**src/rtl/cam_fb_arbiter.sv**
```systemverilog
// Frame-buffer RAM arbiter: queues capture pixels, interleaves them with CPU/display reads,
// and counts frames. Define CAM_FB_DOUBLE_BUFFER_EN for ping-pong banks on mem_addr[17].
module cam_fb_arbiter #(
    parameter int FB_W     = 320,
    parameter int FB_H     = 240,
    parameter int QLOG     = 3,
    parameter int HI_WATER = 6,
    parameter int STARVE   = 16
) (
    input  logic        CLK,
    input  logic        RST,
    input  logic [15:0] cap_dout,
    input  logic [9:0]  cap_addr_x,
    input  logic [9:0]  cap_addr_y,
    input  logic        cap_en,
    input  logic        rd_req,
    input  logic [9:0]  rd_addr_x,
    input  logic [9:0]  rd_addr_y,
    output logic        rd_ack,
    output logic        rd_valid,
    output logic [15:0] rd_data,
    output logic        mem_en,
    output logic        mem_we,
    output logic [17:0] mem_addr,
    output logic [15:0] mem_wdata,
    input  logic [15:0] mem_rdata,
    output logic        frame_done,
    output logic [7:0]  frame_cnt,
    output logic [15:0] drop_cnt
);
    localparam int QDEPTH = 1 << QLOG;
    localparam int SW     = $clog2(STARVE + 1);

    typedef enum logic [1:0] {
        IDLE   = 2'd0,
        WR     = 2'd1,
        RD     = 2'd2,
        RDWAIT = 2'd3
    } state_t;

    // y*FB_W + x; the default width reduces to two shifts and an add
    function automatic logic [16:0] lin_addr(input logic [9:0] x, input logic [9:0] y);
        logic [16:0] xe;
        logic [16:0] ye;
        xe = {7'd0, x};
        ye = {7'd0, y};
        if (FB_W == 320) begin
            lin_addr = (ye << 8) + (ye << 6) + xe;
        end else begin
            lin_addr = ye * 17'(FB_W) + xe;
        end
    endfunction

    state_t          state_r;
    state_t          state_next_s;
    logic [15:0]     q_data_r [QDEPTH];
    logic [16:0]     q_addr_r [QDEPTH];
    logic            q_last_r [QDEPTH];
    logic [QLOG-1:0] wr_ptr_r;
    logic [QLOG-1:0] rd_ptr_r;
    logic [QLOG:0]   level_r;
    logic [SW-1:0]   starve_r;
    logic            in_range_s;
    logic            cap_last_s;
    logic            q_full_s;
    logic            q_empty_s;
    logic            push_s;
    logic            rd_ok_s;
    logic            grant_rd_s;
    logic            grant_wr_s;
    logic            wr_bank_s;
    logic            rd_bank_s;

    assign in_range_s = (cap_addr_x < 10'(FB_W)) && (cap_addr_y < 10'(FB_H));
    assign cap_last_s = (cap_addr_x == 10'(FB_W - 1)) && (cap_addr_y == 10'(FB_H - 1));
    assign q_full_s   = (level_r == (QLOG + 1)'(QDEPTH));
    assign q_empty_s  = (level_r == (QLOG + 1)'(0));
    // A same-cycle pop never frees a slot for the incoming pixel
    assign push_s     = cap_en && in_range_s && !q_full_s;
    assign rd_ok_s    = rd_req && (state_r != RD) && (state_r != RDWAIT) &&
                        ((level_r < (QLOG + 1)'(HI_WATER)) || (starve_r >= SW'(STARVE)));

`ifdef CAM_FB_DOUBLE_BUFFER_EN
    logic wbank_r;

    // Bank flips the cycle after frame_done; grants in that cycle already use the new bank
    always_ff @(posedge CLK) begin
        if (RST) begin
            wbank_r <= 1'b0;
        end else if (frame_done) begin
            wbank_r <= ~wbank_r;
        end else begin
            wbank_r <= wbank_r;
        end
    end

    assign wr_bank_s = wbank_r ^ frame_done;
    assign rd_bank_s = ~wr_bank_s;
`else
    assign wr_bank_s = 1'b0;
    assign rd_bank_s = 1'b0;
`endif

    // Grant decision: read first when allowed, else drain the queue
    always_comb begin
        grant_rd_s   = 1'b0;
        grant_wr_s   = 1'b0;
        state_next_s = IDLE;
        case (state_r)
            RD: begin
                state_next_s = RDWAIT;
            end
            IDLE, WR, RDWAIT: begin
                if (rd_ok_s) begin
                    grant_rd_s   = 1'b1;
                    state_next_s = RD;
                end else if (!q_empty_s) begin
                    grant_wr_s   = 1'b1;
                    state_next_s = WR;
                end else begin
                    state_next_s = IDLE;
                end
            end
            default: begin
                state_next_s = IDLE;
            end
        endcase
    end

    // Queue payload; address is linearised at push time
    always_ff @(posedge CLK) begin
        if (push_s) begin
            q_data_r[wr_ptr_r] <= cap_dout;
            q_addr_r[wr_ptr_r] <= lin_addr(cap_addr_x, cap_addr_y);
            q_last_r[wr_ptr_r] <= cap_last_s;
        end
    end

    // Queue pointers and occupancy
    always_ff @(posedge CLK) begin
        if (RST) begin
            wr_ptr_r <= '0;
            rd_ptr_r <= '0;
            level_r  <= '0;
        end else begin
            if (push_s) begin
                wr_ptr_r <= wr_ptr_r + QLOG'(1);
            end
            if (grant_wr_s) begin
                rd_ptr_r <= rd_ptr_r + QLOG'(1);
            end
            if (push_s && !grant_wr_s) begin
                level_r <= level_r + (QLOG + 1)'(1);
            end else if (!push_s && grant_wr_s) begin
                level_r <= level_r - (QLOG + 1)'(1);
            end
        end
    end

    // Starvation counter and saturating drop counter
    always_ff @(posedge CLK) begin
        if (RST) begin
            starve_r <= '0;
            drop_cnt <= 16'd0;
        end else begin
            if (!rd_req || grant_rd_s) begin
                starve_r <= '0;
            end else if (grant_wr_s && (starve_r < SW'(STARVE))) begin
                starve_r <= starve_r + SW'(1);
            end
            if (cap_en && !push_s && (drop_cnt != 16'hFFFF)) begin
                drop_cnt <= drop_cnt + 16'd1;
            end
        end
    end

    // State register, RAM port, read handshake and frame tracking
    always_ff @(posedge CLK) begin
        if (RST) begin
            state_r    <= IDLE;
            mem_en     <= 1'b0;
            mem_we     <= 1'b0;
            mem_addr   <= 18'd0;
            mem_wdata  <= 16'd0;
            rd_ack     <= 1'b0;
            rd_valid   <= 1'b0;
            rd_data    <= 16'd0;
            frame_done <= 1'b0;
            frame_cnt  <= 8'd0;
        end else begin
            state_r    <= state_next_s;
            rd_ack     <= grant_rd_s;
            rd_valid   <= (state_r == RDWAIT);
            frame_done <= grant_wr_s && q_last_r[rd_ptr_r];
            if (state_r == RDWAIT) begin
                rd_data <= mem_rdata;
            end
            if (grant_wr_s && q_last_r[rd_ptr_r]) begin
                frame_cnt <= frame_cnt + 8'd1;
            end
            if (grant_rd_s) begin
                mem_en   <= 1'b1;
                mem_we   <= 1'b0;
                mem_addr <= {rd_bank_s, lin_addr(rd_addr_x, rd_addr_y)};
            end else if (grant_wr_s) begin
                mem_en    <= 1'b1;
                mem_we    <= 1'b1;
                mem_addr  <= {wr_bank_s, q_addr_r[rd_ptr_r]};
                mem_wdata <= q_data_r[rd_ptr_r];
            end else begin
                mem_en <= 1'b0;
                mem_we <= 1'b0;
            end
        end
    end
endmodule

```
**config.mk**
```make
export PLATFORM = sky130hd
export DESIGN_NAME = cam_fb_arbiter
export DESIGN_NICKNAME = d
export VERILOG_FILES = /design/src/rtl/cam_fb_arbiter.sv
export SDC_FILE = /design/constraint.sdc
export NUM_CORES = 1
export LEC_CHECK = 0
export CAP_MARGIN = 20
export CORE_ASPECT_RATIO = 1.1
export CORE_MARGIN = 2
export CORE_UTILIZATION = 56
export DETAILED_ROUTE_END_ITERATION = 10
export GPL_ROUTABILITY_DRIVEN = 0
export PLACE_DENSITY = 0.9
export SETUP_SLACK_MARGIN = 0.05
export SLEW_MARGIN = 20
export SYNTH_ARGS = -nofsm -noshare
export SYNTH_HDL_FRONTEND = slang
export SYNTH_SLANG_ARGS = --single-unit
```
**constraint.sdc**
```tcl
create_clock -name CLK -period 8.3 [get_ports CLK]
set_input_delay 2.49 -clock CLK [delete_from_list [all_inputs] [get_ports CLK]]
set_output_delay 2.49 -clock CLK [all_outputs]
set_load 0.05 [all_outputs]
```
# After elaboration in Yosys (flattened, before gate mapping)
# Memory sizes are Yosys's and may differ from the RTL's. A register that Yosys moved wholly into a read port is not among the register bits.
# Index checks and enable logic that the tools add are counted.
# op_classes
add_sub_neg	11
n_mul	0
div	0
magnitude_cmp	5
n_eq_ne	9
shifts	0
n_mux	21
bitwise_logic	1
n_reduce_logical	27
# op_table
op	count
17-bit two-way mux	3
17-bit by 10-bit adder with 17-bit output	2
17-bit by 16-bit adder with 17-bit output	2
16-bit by 1-bit adder with 16-bit output (second input constant)	1
16-bit inequality test (second input constant)	1
1-bit logical AND	13
3-bit two-way mux	4
10-bit by 8-bit equality test with 1-bit output (second input constant)	1
10-bit by 9-bit equality test with 1-bit output (second input constant)	1
10-bit by 8-bit < comparator with 1-bit output (second input constant)	1
10-bit by 9-bit < comparator with 1-bit output (second input constant)	1
1-bit two-way mux	10
8-bit by 1-bit adder with 8-bit output (second input constant)	1
4-bit two-way mux	2
3-bit by 1-bit adder with 3-bit output (second input constant)	2
5-bit by 1-bit adder with 5-bit output (second input constant)	1
5-bit greater-or-equal comparator (second input constant)	1
5-bit < comparator (second input constant)	1
4-bit by 1-bit adder with 4-bit output (second input constant)	1
2-bit equality test (second input constant)	2
4-bit equality test (second input constant)	1
1-bit logical NOT	4
4-bit logical NOT	1
4-bit by 3-bit < comparator with 1-bit output (second input constant)	1
12 further kinds	16
# totals
reg_bits	79
latchBits	0
ramBits	272
rom_bits	0
in_bits	76
memories	3
# mem_list
memory	depth	word_bits	rd	rd_ports_with_merged_regs	wr	line	text
q_addr_r	8	17	1	1	1	57	logic [16:0] q_addr_r [QDEPTH];
q_data_r	8	16	1	1	1	56	logic [15:0] q_data_r [QDEPTH];
q_last_r	8	1	1	1	1	58	logic q_last_r [QDEPTH];

# Logic depth before layout (Yosys ltp)
# logic_depth
word_depth	9
mapped_depth	12
ltp_nobuf	12

# Least setup slack after synthesis
# Ideal clock, no wire load.
# synth_timing
path_kind	input-to-reg
start	in cap_addr_x[9]
end	mem q_addr_r[0][0], enable pin
arrival_ns	6.358
t_required_ns	7.790
slack_ns	1.432
path_stages	4
n_path_buf	0
cell_sequence	nor3_1 > and4_1 > nand2_1 > nor4_1
# synth_via
elab_chain_len	6
# synth_rtl
element	line	text
from (decl)	13	input logic [9:0] cap_addr_x,
10-bit by 9-bit < comparator with 1-bit output	74	assign in_range_s = (cap_addr_x < 10'(FB_W)) && (cap_addr_y < 10'(FB_H));
1-bit logical AND	74	
1-bit logical AND (2 in a row)	79	assign push_s = cap_en && in_range_s && !q_full_s;
1-bit two-way mux	132	if (push_s) begin
1-bit two-way mux (not written as such)	134	q_addr_r[wr_ptr_r] <= lin_addr(cap_addr_x, cap_addr_y);
to (decl)	57	
# No other way between the ends.

# Worst setup path in the final report
# layout_timing
start	in cap_addr_x[9]
end	mem q_addr_r[4][2], enable pin
# layout_via
elab_chain_len	6
# layout_rtl
element	line	text
10-bit by 9-bit < comparator with 1-bit output	74	
1-bit logical AND	74	
1-bit logical AND (2 in a row)	79	
via push_s	67	logic push_s;
1-bit two-way mux	132	
1-bit two-way mux (not written as such)	134	
# The timed path passes the listed nets, and every way through them passes these cells.

==> flow_metrics.py <==
metrics = {
    "grt": {
        "overflow": 0,
        "groute.layer.met2.usage_pct": 43.76,
        "grt_util_met3_pct": 5.694,
        "maximum_number_of_pins_on_one_net_before_global_route_repair": 81,
        "globalRouteMet1Util_pct": 29.58,
        "grt_pass1_wl_um": 54050,
        "grt.busiest_layer": "met2",
        "antenna_found_initial": 2,
        "track_usage_pct": 24.82,
        "first_global_vias": 9680,
    },
    "timing": {
        "timing.final.hold_violations": 0,
        "setup-tns-final_ns": 0,
        "tightest_slew_ns": 1.049,
        "final_max_slew_viol_count": 0,
        "final_clock_period_utilization_by_the_worst_path_pct": 68.50,
        "whs_ns": 0.4540,
        "finalSetupViolCount": 0,
        "post-route-min-period_ns": 5.685,
        "max-slew-margin-rel_pct": 29.69,
        "rsz0062_at_grt": "false",
        "clock-skew-final_ns": 0.01278,
        "fmaxAchievable_ghz": 0.1759,
    },
    "power": {
        "clock_power_share_pct": 32.6,
        "net-switching-power_w": 0.001655,
        "power.combinational.fraction_pct": 26.0,
        "internal-power_w": 0.003719,
        "seq_power_share_pct": 41.4,
        "p_per_area_nw_per_um2": 291.1,
        "power_leakage_nw": 6.046,
        "max-vdd-ir-drop_uv": 165.2,
        "netSwitchingFraction_pct": 30.80,
    },
    "yosys": {
        "largest_family_of_logic_cells_by_synthesized_area": "multiplexers",
        "synth.yosys.warnings": 0,
        "synth_top_cells_by_count": "sky130_fd_sc_hd__edfxtp_1 (272), sky130_fd_sc_hd__dfxtp_1 (98), sky130_fd_sc_hd__nand2_1 (75)",
        "yosys_register_bits": 370,
        "leading_post_synthesis_cells_by_cell_area": "sky130_fd_sc_hd__edfxtp_1 (54%), sky130_fd_sc_hd__dfxtp_1 (13%), sky130_fd_sc_hd__mux4_2 (10%)",
        "yosys.area_share.simple_pct": 7.431,
        "synth-edff-count": 272,
        "cell_area_after_synthesis_um2": 15200,
        "synth.yosys.seq_area_share_pct": 66.62,
        "gate_count_of_the_mapped_netlist": 996,
        "synthXorXnorAreaFrac_pct": 2.189,
        "synthFlopType": "sky130_fd_sc_hd__edfxtp_1",
        "synth-compound-area-share_pct": 5.620,
        "synth_top_area_share_pct": 53.72,
        "synthMuxAreaShare_pct": 12.00,
        "post_synth_fa_ha_maj_area_fraction_pct": 4.378,
        "post_synth.cell_area_avg_um2": 15.27,
        "synth.lib_cells_used.distinct": 54,
        "synthArstFlopShare_pct": 0,
        "syn-num-nets": 1121,
        "netlist.top_cell.by_area": "sky130_fd_sc_hd__edfxtp_1",
        "synthMostInstantiatedCell": "sky130_fd_sc_hd__edfxtp_1",
    },
    "clocking": {
        "clock-root-buffer": "sky130_fd_sc_hd__clkbuf_16",
        "ctsHoldBuffers": 0,
        "post_cts_resize_count": 0,
        "clock_insertion_delay_worst_skew_ns": 0.52,
        "tritoncts_num_sinks": 370,
        "tritoncts": "done",
        "clkTransAtPathRegs_ns": 0.06,
        "cts.path.max_buffers": 3,
        "ctsHtreeMaxLevel": 2,
        "cts_post_setup_buffers_inserted": 0,
        "cts_inserted_buffers": 36,
    },
    "die": {
        "initial_utilization_pct": 56.73,
        "num_io_pins": 155,
        "die_width_um": 161.1,
        "dieArea_um2": 28490,
        "die_height_um": 176.8,
        "fp-row-count": 63,
        "floorplan.core_area_um2": 26800,
    },
    "detailed_routing": {
        "dr.first_iter.drc_count": 849,
        "routed_wire_per_std_cell_um": 22.61,
        "drc": 0,
        "detail_route.first_pass.iterations": 7,
        "routed_wirelength_um": 34900,
        "via_count": 9339,
        "ant_nets": 0,
        "avgViaCountPerCell": 6.049,
    },
    "cells_and_area": {
        "ratio_of_cells_with_drive_above_1_in_the_final_layout_pct": 13.51,
        "nNetsFinal": 1283,
        "multi_input_comb_area_um2": 4867,
        "ff_latch_area_um2": 10130,
        "fill_cells": 1624,
        "area_growth_pct": 21.43,
    },
    "setup_path": {
        "critPathLaunchType": "input port",
        "crit_path_max_incr_delay_ns": 0.85,
        "worstPathCellList": "clkdlybuf4s50_1 > nor3_1 > and4_1 > nand2_1 > inv_1 > nand2_1 > nor3_2 > buf_4",
        "timing.critical_path.fanout_max": 24,
        "worst-endpoint-arrival_ns": 5.86,
        "worst_setup_path_end_kind": "register",
        "timing.critical_path.required_ns": 8.48,
        "cp_slowest_cell": "sky130_fd_sc_hd__nor3_2",
        "cpMostUsedCell": "sky130_fd_sc_hd__nand2_1",
        "worst-setup-path-type": "input port to register",
    },
    "place": {
        "hpwl_detailed_um": 21680,
        "portBuffers": 153,
    },
    "status": {
        "run_status": "completed",
    },
    "hold_path": {
        "hp-class": "register to register",
    },
    "flow_run": {
        "cap_violations": 0,
    },
}
## area by class of cell
type | instances | share of cell area [%]
clock buffer | 43 | 5.137
tap | 357 | 2.419
clock inverter | 21 | 1.742
inverter | 20 | 0.4066
multi-input combinational | 559 | 26.36
timing repair buffer | 171 | 9.000
antenna | 3 | 0.04066
sequential | 370 | 54.89
## registers in the layout, summed over array words and instances (netlist names), 4 cells and up, named ones only
name,count
q_addr_r,136
q_data_r,128
mem_addr,17
drop_cnt,16
mem_wdata,16
rd_data,16
frame_cnt,8
q_last_r,8
starve_r,5
level_r,4
## cell usage in the layout, fill, tap and decap left out, drive strengths merged, types with 2 or more instances in the layout
master,n
fa,7
edfxtp,272
a21o,6
a21oi,42
clkdlybuf4s50,152
nand2,75
nand3,15
ha,42
xnor2,26
nor4,12
inv,20
bufinv,8
dfxtp,98
diode,3
clkinv,12
buf,19
nor2b,13
o21bai,2
nor2,66
or3,5
and3,2
a211oi,26
o31ai,4
clkbuf,43
xor2,12
and2,3
and4,2
o211ai,10
o21a,7
nor3,13
nand4,15
o21ai,29
mux4,68
mux2,2
or4,7
mux2i,27
nand2b,6
## critical path: cells and delay by family
family	cells	cell delay, ns
buffers and inverters	3	1.20
and+or+nand+nor	5	2.15
## metal layers
metal	vias to the layer above	share of wire, %
li1	4166	-
met1	4628	37
met2	455	51
met3	90	8.1
met4	0	3.3
met5	-	0
## power by group through the flow
stage / registers, W / clock network, W / logic, W
after global routing: 0.00224 / 0.00183 / 0.00149
after CTS: 0.00222 / 0.00177 / 0.00140
after floorplan: 0.00255 / 0 / 0.000652
after detailed placement: 0.00226 / 0 / 0.00138
final: 0.00222 / 0.00175 / 0.00140
after global placement: 0.00225 / 0 / 0.00135
## cell families (layout without fill, tap and decap cells)
logic type,Yosys count,after routing
AO/OA/AOI/OAI,136,136
XOR/XNOR,38,38
buffers and inverters,67,255
flip-flops,370,370
other,1,4
AND/OR/NAND/NOR,238,238
multiplexers,97,97
adder cells (fa/ha/maj),49,49
## through the flow
stage          total power, W  utilization (%)  cells  worst slack [ns]  cell area [um2]
2_1_floorplan        0.003205                -    996             1.432            15200
3_3_place_gp         0.003604            64.09   1477             2.360            17180
3_5_place_dp         0.003640            64.09   1477             2.263            17180
4_1_cts              0.005401            68.83   1541             2.648            18450
5_1_grt              0.005564            68.86   1541             2.469            18460
6_report             0.005374            68.89   1544             2.615            18460
## final timing paths
kind | startpoint | endpoint | slack [ns] | cells after the start
setup reg to reg | level_r[0] | level_r[3] | 4.77 | 13
setup / recovery | cap_addr_x[9] | q_addr_r[4][2] | 2.61 | 8
hold / removal | rd_data[3] | rd_data[3] | 0.45 | 2
hold reg to reg | rd_data[3] | rd_data[3] | 0.45 | 2
(Power assumes the default switching activity.)
